### src/rtl/riscv_trace_buffer.sv
// Execution-trace capture FIFO for the RISC-V core with end-of-program and watchdog freeze.
// Ports: clk/rst(async low), clear, trace_en, core taps in; FWFT read port, count and status out.
module riscv_trace_buffer #(
   parameter int unsigned     XLEN    = 32,
   parameter int unsigned     DEPTH   = 16,
   parameter logic [XLEN-1:0] END_PC  = XLEN'(32'h10),
   parameter int unsigned     TIMEOUT = 1024
) (
   input  logic                     clk,
   input  logic                     rst,
   input  logic                     clear,
   input  logic                     trace_en,
   input  logic [XLEN-1:0]          pc,
   input  logic [XLEN-1:0]          instruction,
   input  logic [XLEN-1:0]          alu_result,
   input  logic [XLEN-1:0]          rd1,
   input  logic [XLEN-1:0]          rd2,
   input  logic                     reg_write,
   input  logic                     alu_src,
   input  logic                     mem_write,
   input  logic                     mem_read,
   input  logic                     rd_en,
   output logic                     rd_valid,
   output logic [XLEN-1:0]          rd_pc,
   output logic [XLEN-1:0]          rd_inst,
   output logic [XLEN-1:0]          rd_alu,
   output logic [XLEN-1:0]          rd_rd1,
   output logic [XLEN-1:0]          rd_rd2,
   output logic [3:0]               rd_ctrl,
   output logic [$clog2(DEPTH):0]   count,
   output logic                     overflow,
   output logic                     halted,
   output logic                     timeout,
   output logic [31:0]              cycle_count
);

   localparam int unsigned AW = $clog2(DEPTH);

   typedef enum logic [1:0] {
      S_IDLE,
      S_CAPTURE,
      S_HALTED,
      S_TIMEOUT
   } state_e;

   typedef struct packed {
      logic [XLEN-1:0] pc;
      logic [XLEN-1:0] inst;
      logic [XLEN-1:0] alu;
      logic [XLEN-1:0] rd1;
      logic [XLEN-1:0] rd2;
      logic [3:0]      ctrl;
   } entry_t;

   entry_t          mem_q [DEPTH];
   entry_t          head;
   state_e          state_q, state_d;
   logic [AW-1:0]   wptr_q, wptr_d;
   logic [AW-1:0]   rptr_q, rptr_d;
   logic [AW:0]     count_q, count_d;
   logic            overflow_q, overflow_d;
   logic [31:0]     cycle_q, cycle_d;
   logic [XLEN-1:0] last_pc_q, last_pc_d;
   logic            first_q, first_d;

   logic full, empty, pop, sample, end_hit, push, accept, we;

   always_comb begin
      state_d    = state_q;
      wptr_d     = wptr_q;
      rptr_d     = rptr_q;
      count_d    = count_q;
      overflow_d = overflow_q;
      cycle_d    = cycle_q;
      last_pc_d  = last_pc_q;
      first_d    = first_q;

      full    = (count_q == (AW+1)'(DEPTH));
      empty   = (count_q == '0);
      pop     = rd_en && !empty;
      sample  = (state_q == S_CAPTURE) && trace_en;
      end_hit = (pc >= END_PC);
      // pc-change filter collapses stalls into a single entry
      push    = sample && !end_hit && (first_q || (pc != last_pc_q));
      // a pop in the same cycle frees the slot the push needs
      accept  = push && (!full || pop);
      we      = accept && !clear;

      if (sample) begin
         if (cycle_q != '1) cycle_d = cycle_q + 32'd1;
         if (end_hit) state_d = S_HALTED;
         else if (cycle_q == 32'(TIMEOUT - 1)) state_d = S_TIMEOUT;
      end

      if (accept) begin
         wptr_d    = wptr_q + AW'(1);
         last_pc_d = pc;
         first_d   = 1'b0;
      end
      if (pop) rptr_d = rptr_q + AW'(1);

      if (accept && !pop) count_d = count_q + (AW+1)'(1);
      else if (pop && !accept) count_d = count_q - (AW+1)'(1);

      if (push && full && !pop) overflow_d = 1'b1;

      if ((state_q == S_IDLE) && trace_en) begin
         state_d = S_CAPTURE;
         first_d = 1'b1;
      end

      if (clear) begin
         state_d    = S_IDLE;
         wptr_d     = '0;
         rptr_d     = '0;
         count_d    = '0;
         overflow_d = 1'b0;
         cycle_d    = '0;
         first_d    = 1'b1;
      end
   end

   always_ff @(posedge clk or negedge rst) begin
      if (!rst) begin
         state_q    <= S_IDLE;
         wptr_q     <= '0;
         rptr_q     <= '0;
         count_q    <= '0;
         overflow_q <= 1'b0;
         cycle_q    <= '0;
         last_pc_q  <= '0;
         first_q    <= 1'b1;
      end else begin
         state_q    <= state_d;
         wptr_q     <= wptr_d;
         rptr_q     <= rptr_d;
         count_q    <= count_d;
         overflow_q <= overflow_d;
         cycle_q    <= cycle_d;
         last_pc_q  <= last_pc_d;
         first_q    <= first_d;
      end
   end

   always_ff @(posedge clk) begin
      if (we) begin
         mem_q[wptr_q] <= '{pc:   pc,
                            inst: instruction,
                            alu:  alu_result,
                            rd1:  rd1,
                            rd2:  rd2,
                            ctrl: {reg_write, alu_src, mem_write, mem_read}};
      end
   end

   // empty FIFO reads as zero rather than stale slot contents
   assign head        = empty ? '0 : mem_q[rptr_q];
   assign rd_valid    = !empty;
   assign rd_pc       = head.pc;
   assign rd_inst     = head.inst;
   assign rd_alu      = head.alu;
   assign rd_rd1      = head.rd1;
   assign rd_rd2      = head.rd2;
   assign rd_ctrl     = head.ctrl;
   assign count       = count_q;
   assign overflow    = overflow_q;
   assign halted      = (state_q == S_HALTED);
   assign timeout     = (state_q == S_TIMEOUT);
   assign cycle_count = cycle_q;

endmodule

### config.mk
export PLATFORM = sky130hd
export DESIGN_NAME = riscv_trace_buffer
export DESIGN_NICKNAME = d
export VERILOG_FILES = /design/src/rtl/riscv_trace_buffer.sv
export SDC_FILE = /design/constraint.sdc
export NUM_CORES = 2
export LEC_CHECK = 0
export CORE_MARGIN = 5
export CORE_UTILIZATION = 55
export CTS_CLUSTER_SIZE = 10
export DETAILED_ROUTE_END_ITERATION = 8
export DONT_BUFFER_PORTS = 1
export GPL_ROUTABILITY_DRIVEN = 0
export GPL_TIMING_DRIVEN = 0
export PLACE_DENSITY = 0.73
export SYNTH_ARGS = -nofsm -noshare
export SYNTH_HDL_FRONTEND = slang
export SYNTH_SLANG_ARGS = --single-unit
### constraint.sdc
create_clock -name clk -period 6.6 [get_ports clk]
set_input_delay 0.33 -clock clk [delete_from_list [all_inputs] [get_ports clk]]
set_output_delay 0.33 -clock clk [all_outputs]
set_load 0.05 [all_outputs]
==> flow_metrics.py <==
metrics = {
    "detailed_routing": {
        "antenna_left": 0,
        "drt-initial-drc-count": 6349,
        "num_vias": 49260,
        "dr.max_layer_used": "met5",
        "firstDrtPassIters": 5,
        "routed_wl_microns": 261200,
        "met3_length_microns": 26030,
        "route.detailed.drc": 0,
        "wire_per_inst_microns": 35.29,
        "dr_wl_met2_microns": 130500,
        "route.layer.met1.wl_microns": 94890,
        "viasPerCell": 6.656,
    },
    "job": {
        "timing.max_cap.violations": 0,
    },
    "die": {
        "core_area_sq_mm": 0.1878,
        "start_util_pct": 55.25,
        "io_pins": 374,
        "dieWidth_microns": 444.3,
        "die_area_sq_mm": 0.1974,
        "die_h_microns": 444.3,
        "num_rows": 159,
    },
    "final_layout": {
        "finalInstanceArea_sq_mm": 0.1190,
        "nFillCells": 11900,
        "nets": 5019,
        "drive_above_1_share_pct": 27.66,
        "seq_area_sq_mm": 0.08082,
        "area_growth_pct": 14.74,
        "multi_input_area_sq_mm": 0.02201,
        "fin_util_pct": 63.39,
    },
    "worst_setup_path": {
        "cp-start-kind": "flop",
        "r2r_start": "state_q[1]",
        "crit_start": "rptr_q[1]",
        "required_ps": 6270,
        "crit_arrival_ps": 5030,
        "setup.worst_path.end_class": "primary output",
        "worstSetupPathType": "reg2out",
        "cp_max_fo": 10,
    },
    "synthesis": {
        "synth-xor-area-share_pct": 0.4305,
        "synth_area_per_cell_sq_um": 24.25,
        "synthArstFlopShare_pct": 2.994,
        "syn_nets": 4458,
        "yosysTopAreaCellShare_pct": 75.94,
        "ys_seq_elements": 2705,
        "synth_common_cells": "2,624 x edfxtp_1, 820 x mux4_2, 167 x and2_1",
        "yosys_most_used_dff": "edfxtp_1",
        "muxShareOfSynthArea_pct": 17.91,
        "synthAdderAreaFrac_pct": 0.1399,
        "synth.area.top_cells": "edfxtp_1 76%, mux4_2 18%, dfrtp_1 1.9%, and2_1 1.0%, buf_2 0.40%",
        "ys_seq_area_share_pct": 77.90,
        "synth_top_family_by_area": "multiplexers",
        "synthDistinctLibCells": 62,
        "synthMostInstantiatedCell": "edfxtp_1",
        "synth_cells": 4278,
        "synth_warnings": 0,
        "yosys.area.top_type": "edfxtp_1",
        "synthSimpleGateAreaFrac_pct": 2.169,
        "syn-cell-area_sq_mm": 0.1038,
        "synth_edf_count": 2624,
        "synth_compound_area_share_pct": 0.4824,
    },
    "sta": {
        "max_slew_margin_pct": 3.582,
        "finalSetupViolations": 0,
        "fin_crit_ps": 5355,
        "max_freq_mhz": 186.7,
        "hold_viol": 0,
        "fin_setup_tns_ps": 0,
        "holdWs_ps": 172.4,
        "max_slew.worst_pin.slew_ps": 1446,
        "min_period_over_period_pct": 81.14,
        "clock_skew_ps": 45.17,
        "slew_viol_final": 0,
        "rsz0062_at_grt": "false",
    },
    "cts": {
        "clk_latency_ps": 910,
        "ctsRootBufferMaster": "clkbuf_16",
        "clk_pin_slew_worst_paths_ps": 50,
        "cts_sinks": 2705,
        "numCtsBuffers": 323,
        "cts_tree": "yes",
        "h-tree-depth": 5,
        "cts_resized": 0,
        "cts_buffer_depth": 4,
    },
    "hold_path": {
        "min_from": "pc[15]",
        "hold_path.class": "in2reg",
    },
    "power": {
        "comb_power_share_pct": 24.6,
        "clkPwrFrac_pct": 33.4,
        "swShare_pct": 30.29,
        "power.density_mw_per_mm2": 378.8,
        "p_seq_share_pct": 42.0,
        "internal-power_mw": 31.44,
        "ir_drop_uv": 226.6,
        "p_sw_mw": 13.66,
        "p_leak_nw": 36.56,
    },
    "global_route": {
        "grt_overflow": 0,
        "grt_pass1_vias": 51580,
        "grt_max_degree": 81,
        "antenna_found_initial": 37,
        "grt_usage_pct": 26.78,
        "grt_pass1_wl_microns": 374000,
    },
    "placed_design": {
        "dp_hpwl_microns": 147200,
        "portBuffers": 0,
        "placed_cell_area_sq_mm": 0.1087,
    },
    "status": {
        "run_status": "finished clean",
    },
}
cell families after synthesis:
family / count (synthesis)
compound gates: 77
simple gates: 369
mux: 831
flops: 2705
buf+inv: 234
fa+ha+maj: 11
xor+xnor: 51
registers in the layout (all words and copies together), names as in the netlist:
signal and count:
mem_q 2624, cycle_count 32, last_pc_q 32, count 5, rptr_q 4, wptr_q 4
state_q 2, first_q 1, overflow 1
layer usage:
metal / up-vias / GRT usage [%]
met5: - / 0
met4: 4 / 9.430
met3: 504 / 6.301
met2: 2944 / 43.90
met1: 26430 / 35.89
li1: 19380 / -
worst max-delay path, stage by stage (launching register included):
cell and delay, ps:
dfrtp_1 350, buf_2 480, clkbuf_1 1080, buf_1 810, mux4_2 430, mux4_2 570, and2_1 380
worst paths after layout:
kind,end,slack (ps),depth (start not counted)
worst max-delay path,rd_alu[17],1240,6
worst min-delay path,count[1],170,5
worst max register to register,mem_q[10][31],2380,10
worst min register to register,first_q,510,2
max in group asynchronous,count[3],5620,4
min in group asynchronous,first_q,580,3
power groups by stage:
stage | combinational, mW | clock (mW) | sequential, mW
final | 11.1 | 15.1 | 19.0
after global routing | 11.6 | 16.1 | 18.9
after CTS | 11.3 | 15.3 | 19.0
after detailed placement | 10.9 | 0 | 19.3
after global placement | 10.8 | 0 | 19.3
after floorplan | 8.21 | 0 | 19.3
repair_timing:
| action | 4_1_cts | 5_1_grt |
|---|---|---|
| hold endpoints to repair | 2728 | 0 |
| buffers inserted | 0 | 0 |
| hold buffers | 171 | 0 |
final cells by class:
class	instances	share of cell area [%]
well taps	2495	2.622
inverters	12	0.03784
flip-flops and latches	2705	67.89
diodes	22	0.04624
repair buffers	236	2.951
clock inverters	11	0.1167
clock buffers	359	7.036
multi-input cells	1339	18.49
plain buffers	222	0.8114
placed cells by master, fill, tap and decap left out, types with 4 or more instances in the layout:
cell type and n:
o21ai_1 11, and2_1 167, buf_16 64, inv_1 11
diode_2 22, o211ai_1 4, a31oi_1 6, xnor2_1 15
buf_2 83, ha_1 10, or4_1 7, mux2i_1 5
clkbuf_1 130, dfrtp_1 80, a21oi_1 27, or3_1 15
clkbuf_2 5, and3_1 4, dlygate4sd3_1 169, and3_4 16
o31ai_1 5, clkbuf_16 330, buf_1 28, nand3_1 16
nor2b_1 30, nor3_1 5, mux4_2 820, nand2_1 22
mux2_1 6, edfxtp_1 2624, nor4_1 21, nand4_1 13
nor2_1 32, xor2_1 36, o21ai_0 5
stage by stage:
| step | total power, mW | setup WS [ps] | cells |
|---|---|---|---|
| after floorplan | 27.49 | 496.2 | 4278 |
| after global placement | 30.08 | -5043 | 6773 |
| after detailed placement | 30.19 | 2176 | 6838 |
| after CTS | 45.50 | 1164 | 7379 |
| after global routing | 46.64 | 1142 | 7388 |
| final | 45.10 | 1245 | 7401 |
No activity file was read; power rests on OpenSTA's default activity.
